==> src/rtl/wordline_burst_decoder_pkg.sv <==
// Shared definitions for the word-line burst decoder: FSM state encoding
// and the address-width to line-count derivation.
package wordline_burst_decoder_pkg;

    typedef enum logic [1:0] {
        IDLE  = 2'd0,
        DRIVE = 2'd1,
        GUARD = 2'd2
    } state_e;

    function automatic int nLines(input int addrW);
        return 1 << addrW;
    endfunction

endpackage

==> src/rtl/wordline_burst_decoder_onehot_decoder.sv <==
// Generalised binary-to-one-hot word-line decoder with enable; all outputs
// are low when the enable is low.
module onehot_decoder
    import wordline_burst_decoder_pkg::*;
#(
    parameter  int ADDR_W  = 3,
    localparam int N_LINES = nLines(ADDR_W)
) (
    input  logic [ADDR_W-1:0]  addr_i,
    input  logic               en_i,
    output logic [N_LINES-1:0] sel_o
);

    always_comb begin
        sel_o = '0;
        if (en_i) begin
            sel_o[addr_i] = 1'b1;
        end
    end

endmodule

==> src/rtl/wordline_burst_decoder.sv <==
// Burst word-line sequencer: accepts a start address and beat count, then drives
// one-hot word lines with a configurable hold time and a guard cycle between lines.
module wordline_burst_decoder
    import wordline_burst_decoder_pkg::*;
#(
    parameter  int ADDR_W      = 3,
    parameter  int BURST_W     = 3,
    parameter  int HOLD_CYCLES = 1,
    localparam int N_LINES     = nLines(ADDR_W)
) (
    input  logic               clk_i,
    input  logic               reset_i,
    input  logic               req_valid_i,
    output logic               req_ready_o,
    input  logic [ADDR_W-1:0]  req_addr_i,
    input  logic [BURST_W-1:0] req_len_i,
    input  logic               abort_i,
    output logic [N_LINES-1:0] line_sel_o,
    output logic [ADDR_W-1:0]  line_addr_o,
    output logic               busy_o,
    output logic               done_o
);

    localparam int              HOLD_W    = $clog2(HOLD_CYCLES + 1);
    localparam logic [HOLD_W-1:0] HOLD_LAST = HOLD_W'(HOLD_CYCLES - 1);

    state_e               state_q, state_d;
    logic [ADDR_W-1:0]    curAddr_q, curAddr_d;
    logic [BURST_W-1:0]   beatsLeft_q, beatsLeft_d;
    logic [HOLD_W-1:0]    holdCnt_q, holdCnt_d;
    logic [N_LINES-1:0]   lineSel_q, lineSel_d;
    logic [ADDR_W-1:0]    lineAddr_q, lineAddr_d;
    logic                 busy_q, busy_d;
    logic                 done_q, done_d;
    logic                 driveEn_d;
    logic                 accept;
    logic                 holdDone;

    // Abort wins over a simultaneous request.
    assign accept   = req_valid_i && (state_q == IDLE) && !abort_i;
    assign holdDone = (holdCnt_q == HOLD_LAST);

    always_ff @(posedge clk_i) begin
        if (reset_i) begin
            state_q     <= IDLE;
            curAddr_q   <= '0;
            beatsLeft_q <= '0;
            holdCnt_q   <= '0;
            lineSel_q   <= '0;
            lineAddr_q  <= '0;
            busy_q      <= 1'b0;
            done_q      <= 1'b0;
        end else begin
            state_q     <= state_d;
            curAddr_q   <= curAddr_d;
            beatsLeft_q <= beatsLeft_d;
            holdCnt_q   <= holdCnt_d;
            lineSel_q   <= lineSel_d;
            lineAddr_q  <= lineAddr_d;
            busy_q      <= busy_d;
            done_q      <= done_d;
        end
    end

    always_comb begin
        state_d     = state_q;
        curAddr_d   = curAddr_q;
        beatsLeft_d = beatsLeft_q;
        holdCnt_d   = holdCnt_q;
        case (state_q)
            IDLE: begin
                if (accept) begin
                    state_d     = DRIVE;
                    curAddr_d   = req_addr_i;
                    beatsLeft_d = req_len_i;
                    holdCnt_d   = '0;
                end
            end
            DRIVE: begin
                if (abort_i) begin
                    state_d = IDLE;
                end else if (holdDone) begin
                    state_d = (beatsLeft_q == '0) ? IDLE : GUARD;
                end else begin
                    holdCnt_d = holdCnt_q + 1'b1;
                end
            end
            GUARD: begin
                if (abort_i) begin
                    state_d = IDLE;
                end else begin
                    state_d     = DRIVE;
                    curAddr_d   = curAddr_q + 1'b1;
                    beatsLeft_d = beatsLeft_q - 1'b1;
                    holdCnt_d   = '0;
                end
            end
            default: state_d = IDLE;
        endcase
    end

    // Outputs are registered, so they are derived from the upcoming state.
    always_comb begin
        driveEn_d  = (state_d == DRIVE);
        busy_d     = (state_d != IDLE);
        lineAddr_d = driveEn_d ? curAddr_d : '0;
        done_d     = (state_q == DRIVE) && !abort_i && holdDone && (beatsLeft_q == '0);
    end

    onehot_decoder #(
        .ADDR_W(ADDR_W)
    ) uDecoder (
        .addr_i(curAddr_d),
        .en_i  (driveEn_d),
        .sel_o (lineSel_d)
    );

    assign req_ready_o = (state_q == IDLE);
    assign line_sel_o  = lineSel_q;
    assign line_addr_o = lineAddr_q;
    assign busy_o      = busy_q;
    assign done_o      = done_q;

endmodule

==> config.mk <==
export PLATFORM = sky130hd
export DESIGN_NAME = wordline_burst_decoder
export DESIGN_NICKNAME = d
export VERILOG_FILES = /design/src/rtl/wordline_burst_decoder_pkg.sv /design/src/rtl/wordline_burst_decoder_onehot_decoder.sv /design/src/rtl/wordline_burst_decoder.sv
export SDC_FILE = /design/constraint.sdc
export NUM_CORES = 1
export LEC_CHECK = 0
export CORE_MARGIN = 2
export CORE_UTILIZATION = 33
export DETAILED_ROUTE_END_ITERATION = 7
export GPL_TIMING_DRIVEN = 0
export SKIP_LAST_GASP = 1
export SYNTH_ARGS = -nofsm -noshare
export SYNTH_HDL_FRONTEND = slang
export SYNTH_SLANG_ARGS = --single-unit
==> constraint.sdc <==
create_clock -name clk_i -period 1.6 [get_ports clk_i]
set_clock_uncertainty 0.15 [all_clocks]
set_input_delay 0.24 -clock clk_i [delete_from_list [all_inputs] [get_ports clk_i]]
set_output_delay 0.24 -clock clk_i [all_outputs]
set_load 0.005 [all_outputs]
==> impl_metrics.yaml <==
outcome:
  status: "finished, final reports clean"
placed_design:
  preCtsSetupSlack_ns: -0.591
  placement.io_buffers: 23
  globalplace.congestion: 0.809
  dpl.hpwl_mm: 1.25
  dpl.cell_count: 140
global_route:
  grt_antenna_before_repair: 0
  grt_pass1_vias: 659
  first_pass_grt_wire_length_mm: 2.88
  globalRouteTotalUtil_pct: 14.1
  maximum_number_of_pins_on_one_net_before_global_route_repair: 13
  overflow: 0
cts:
  cts.clk_slew.worst_paths_ns: 0.12
  cts_sinks: 21
  cts_buffer_depth: 2
  cts-htree-levels: 1
  clkLatencyLatePin_ns: 0.29
  cts_made_buffers: 3
  cts_tree: "yes"
  clock_tree.root_cell: "sky130_fd_sc_hd__clkbuf_4"
routing:
  route.detailed.wl_per_inst_um: 13.5
  num_vias: 731
  route.antenna.remaining_nets: 0
  avgViaCountPerCell: 4.94
  drt-pass1-iter-count: 4
  first_iter_violations: 8
  finalWirelength_mm: 2.00
  drcViolationCount: 0
layout:
  instances_no_fill: 148
  layout_commonest_cell: "sky130_fd_sc_hd__clkdlybuf4s50_1"
  antennaDiodeCount: 0
  layout.nets: 132
  areaGrowthSynthToFinish_pct: 50.3
  layout-drive-gt1-share_pct: 27.1
  mostFrequentLayoutCells: "20 x sky130_fd_sc_hd__clkdlybuf4s50_1, 17 x sky130_fd_sc_hd__dfxtp_1, 8 x sky130_fd_sc_hd__nor2_1"
worst_setup_path:
  crit_chain: "ha_1, nand2_1, a21o_1, or3_4, inv_2, and3_1"
  end_kind: "flip-flop"
  slowest_delay_ns: 0.35
  path_max_fanout: 4
  critPathKind: "flip-flop to flip-flop"
  cp.required_ns: 1.71
  cpLargestDelayFamily: "simple AND/OR/NAND/NOR gates"
  start_kind: "flip-flop"
  crit_buf_inv: 1
  worst_path_max_delay_cell: "sky130_fd_sc_hd__dfxtp_2"
  worstPathArrival_ns: 1.70
synthesis:
  synth-edff-count: 0
  yosys.cell_types.count: 34
  synthesis.area_um2: 833
  syn_nets: 100
  syn_avg_cell_area_um2: 9.58
  yosysTopAreaCell: "sky130_fd_sc_hd__dfxtp_1"
  ys_async_sr_fraction_pct: 0
  yosys_register_bits: 21
  ys_top_cells_by_area: "sky130_fd_sc_hd__dfxtp_1 50%, sky130_fd_sc_hd__ha_1 4.5%, sky130_fd_sc_hd__nor2_1 4.5%"
  total_number_of_yosys_warnings: 0
  most_used_flip_flop_cell_after_synthesis: "sky130_fd_sc_hd__dfxtp_1"
  post_synth_inst_count: 87
  synth.yosys.seq_area_share_pct: 50.5
  post-synth-top-area-fraction_pct: 50.5
timing:
  fmax_mhz: 629
  worst_pin_slew_ns: 0.327
  unrepaired_setup_endpoints_after_global_routing: "yes"
  worst_slack_ns: 0.0105
  timing.final.crit_period_ns: 1.59
  report.final.setup_viol: 0
  period_share_pct: 99.3
  headroom_to_the_max_slew_limit_pct: 78.2
  finalHoldViolCount: 0
  timing.final.max_slew_violations: 0
power:
  totalPowerFinal_w: 0.000947
  vdd.ir_drop.worst_uv: 625
  p_int_w: 0.000705
  power_leakage_nw: 0.474
  seq_power_share_pct: 57.7
  p_per_area_nw_per_um2: 756
  power.switching_fraction_pct: 25.6
  power.clock.fraction_pct: 26.9
  combinationalPowerShare_pct: 15.4
  total_switching_power_w: 0.000242
die:
  core_area_um2: 2430
  design.portCount: 24
  rows: 18
  die-height_um: 54.3
  floorplan.die_area_um2: 2940
  start_util_pct: 34.3
  die_x_um: 54.3
min_path:
  hold_path.class: "flip-flop to flip-flop"
job:
  cap_violations: 0
power by group through the flow:
stage	registers (W)	logic, W	clock network (W)
detailed placement	0.000558	0.000119	0
finish	0.000546	0.000146	0.000254
global route	0.000548	0.000159	0.000283
CTS	0.000545	0.000131	0.000257
global placement	0.000558	0.000116	0
floorplan	0.000557	0.0000647	0
worst register-to-register path, stage by stage (launching register included):
cell,delay (ns)
sky130_fd_sc_hd__dfxtp_2,0.35
sky130_fd_sc_hd__ha_1,0.27
sky130_fd_sc_hd__nand2_1,0.05
sky130_fd_sc_hd__a21o_1,0.17
sky130_fd_sc_hd__or3_4,0.34
sky130_fd_sc_hd__inv_2,0.07
sky130_fd_sc_hd__and3_1,0.15
flip-flops by register name, summed over array words and instances, names as in the netlist:
register and cells:
beatsLeft_q 3, busy_o 1, curAddr_q 3, done_o 1, line_addr_o 3, line_sel_o 8
state_q 2
cells by family (layout without fill, tap and decap cells):
family	after synthesis	after routing	synth area share (%)
AND/OR/NAND/NOR	40	40	27.0
flip-flops	21	21	50.5
buffers and inverters	8	38	3.90
adder cells (fa/ha/maj)	3	3	4.50
multiplexers	2	2	2.55
AO/OA/AOI/OAI	13	14	11.6
final timing paths:
path	start	end	slack, ns	cells past startpoint
worst min register to register	curAddr_q[1]	curAddr_q[1]	0.32	2
worst max-delay path	curAddr_q[0]	line_sel_o[3]	0.01	6
worst min-delay path	curAddr_q[1]	curAddr_q[1]	0.32	2
worst max register to register	curAddr_q[0]	line_sel_o[3]	0.01	6
what timing repair did:
item | in CTS | in global routing
cloned | 1 | 0
pin swaps | 1 | 4
gates resized for setup | 13 | 15
buffers inserted | 3 | 1
hold buffers | 0 | 0
endpoints found under the setup margin | 16 | 13
metrics by stage:
stage | cell area [um^2] | hold WS [ns] | util [%] | setup TNS [ns]
after floorplan | 833 | 0.242 | - | 0
after global placement | 1100 | 0.300 | 45.3 | -7.54
after detailed placement | 1100 | 0.312 | 45.3 | -7.86
after CTS | 1190 | 0.329 | 48.9 | -0.125
after global routing | 1250 | 0.357 | 51.5 | -0.266
final | 1250 | 0.325 | 51.5 | 0
synth_stat cells, types with 2 or more instances:
master,number
sky130_fd_sc_hd__nor2b_1,3
sky130_fd_sc_hd__a211oi_1,4
sky130_fd_sc_hd__nor2_1,10
sky130_fd_sc_hd__inv_1,4
sky130_fd_sc_hd__a21oi_1,2
sky130_fd_sc_hd__dfxtp_1,21
sky130_fd_sc_hd__nand2_1,6
sky130_fd_sc_hd__ha_1,3
sky130_fd_sc_hd__and3_1,2
sky130_fd_sc_hd__nor3_1,7
sky130_fd_sc_hd__o221ai_1,2
metal layers:
metal | vias up | share of wire, % | global-route usage (%)
met3 | 2 | 3.0 | 0.820
met4 | 0 | 1.3 | 10.0
met5 | - | 0 | 0
met2 | 14 | 49 | 23.7
met1 | 344 | 46 | 17.2
li1 | 371 | - | -
cell type report:
| cell class | instances | area, um^2 |
|---|---|---|
| Fill cell | 226 | 1180 |
| Multi-Input combinational cell | 59 | 475 |
| Sequential cell | 21 | 428 |
| Timing Repair Buffer | 27 | 253 |
| Tap cell | 30 | 37.5 |
| Clock buffer | 3 | 22.5 |
| Inverter | 5 | 18.8 |
| Buffer | 2 | 12.5 |
| Clock inverter | 1 | 5.00 |
(Power assumes the default switching activity.)
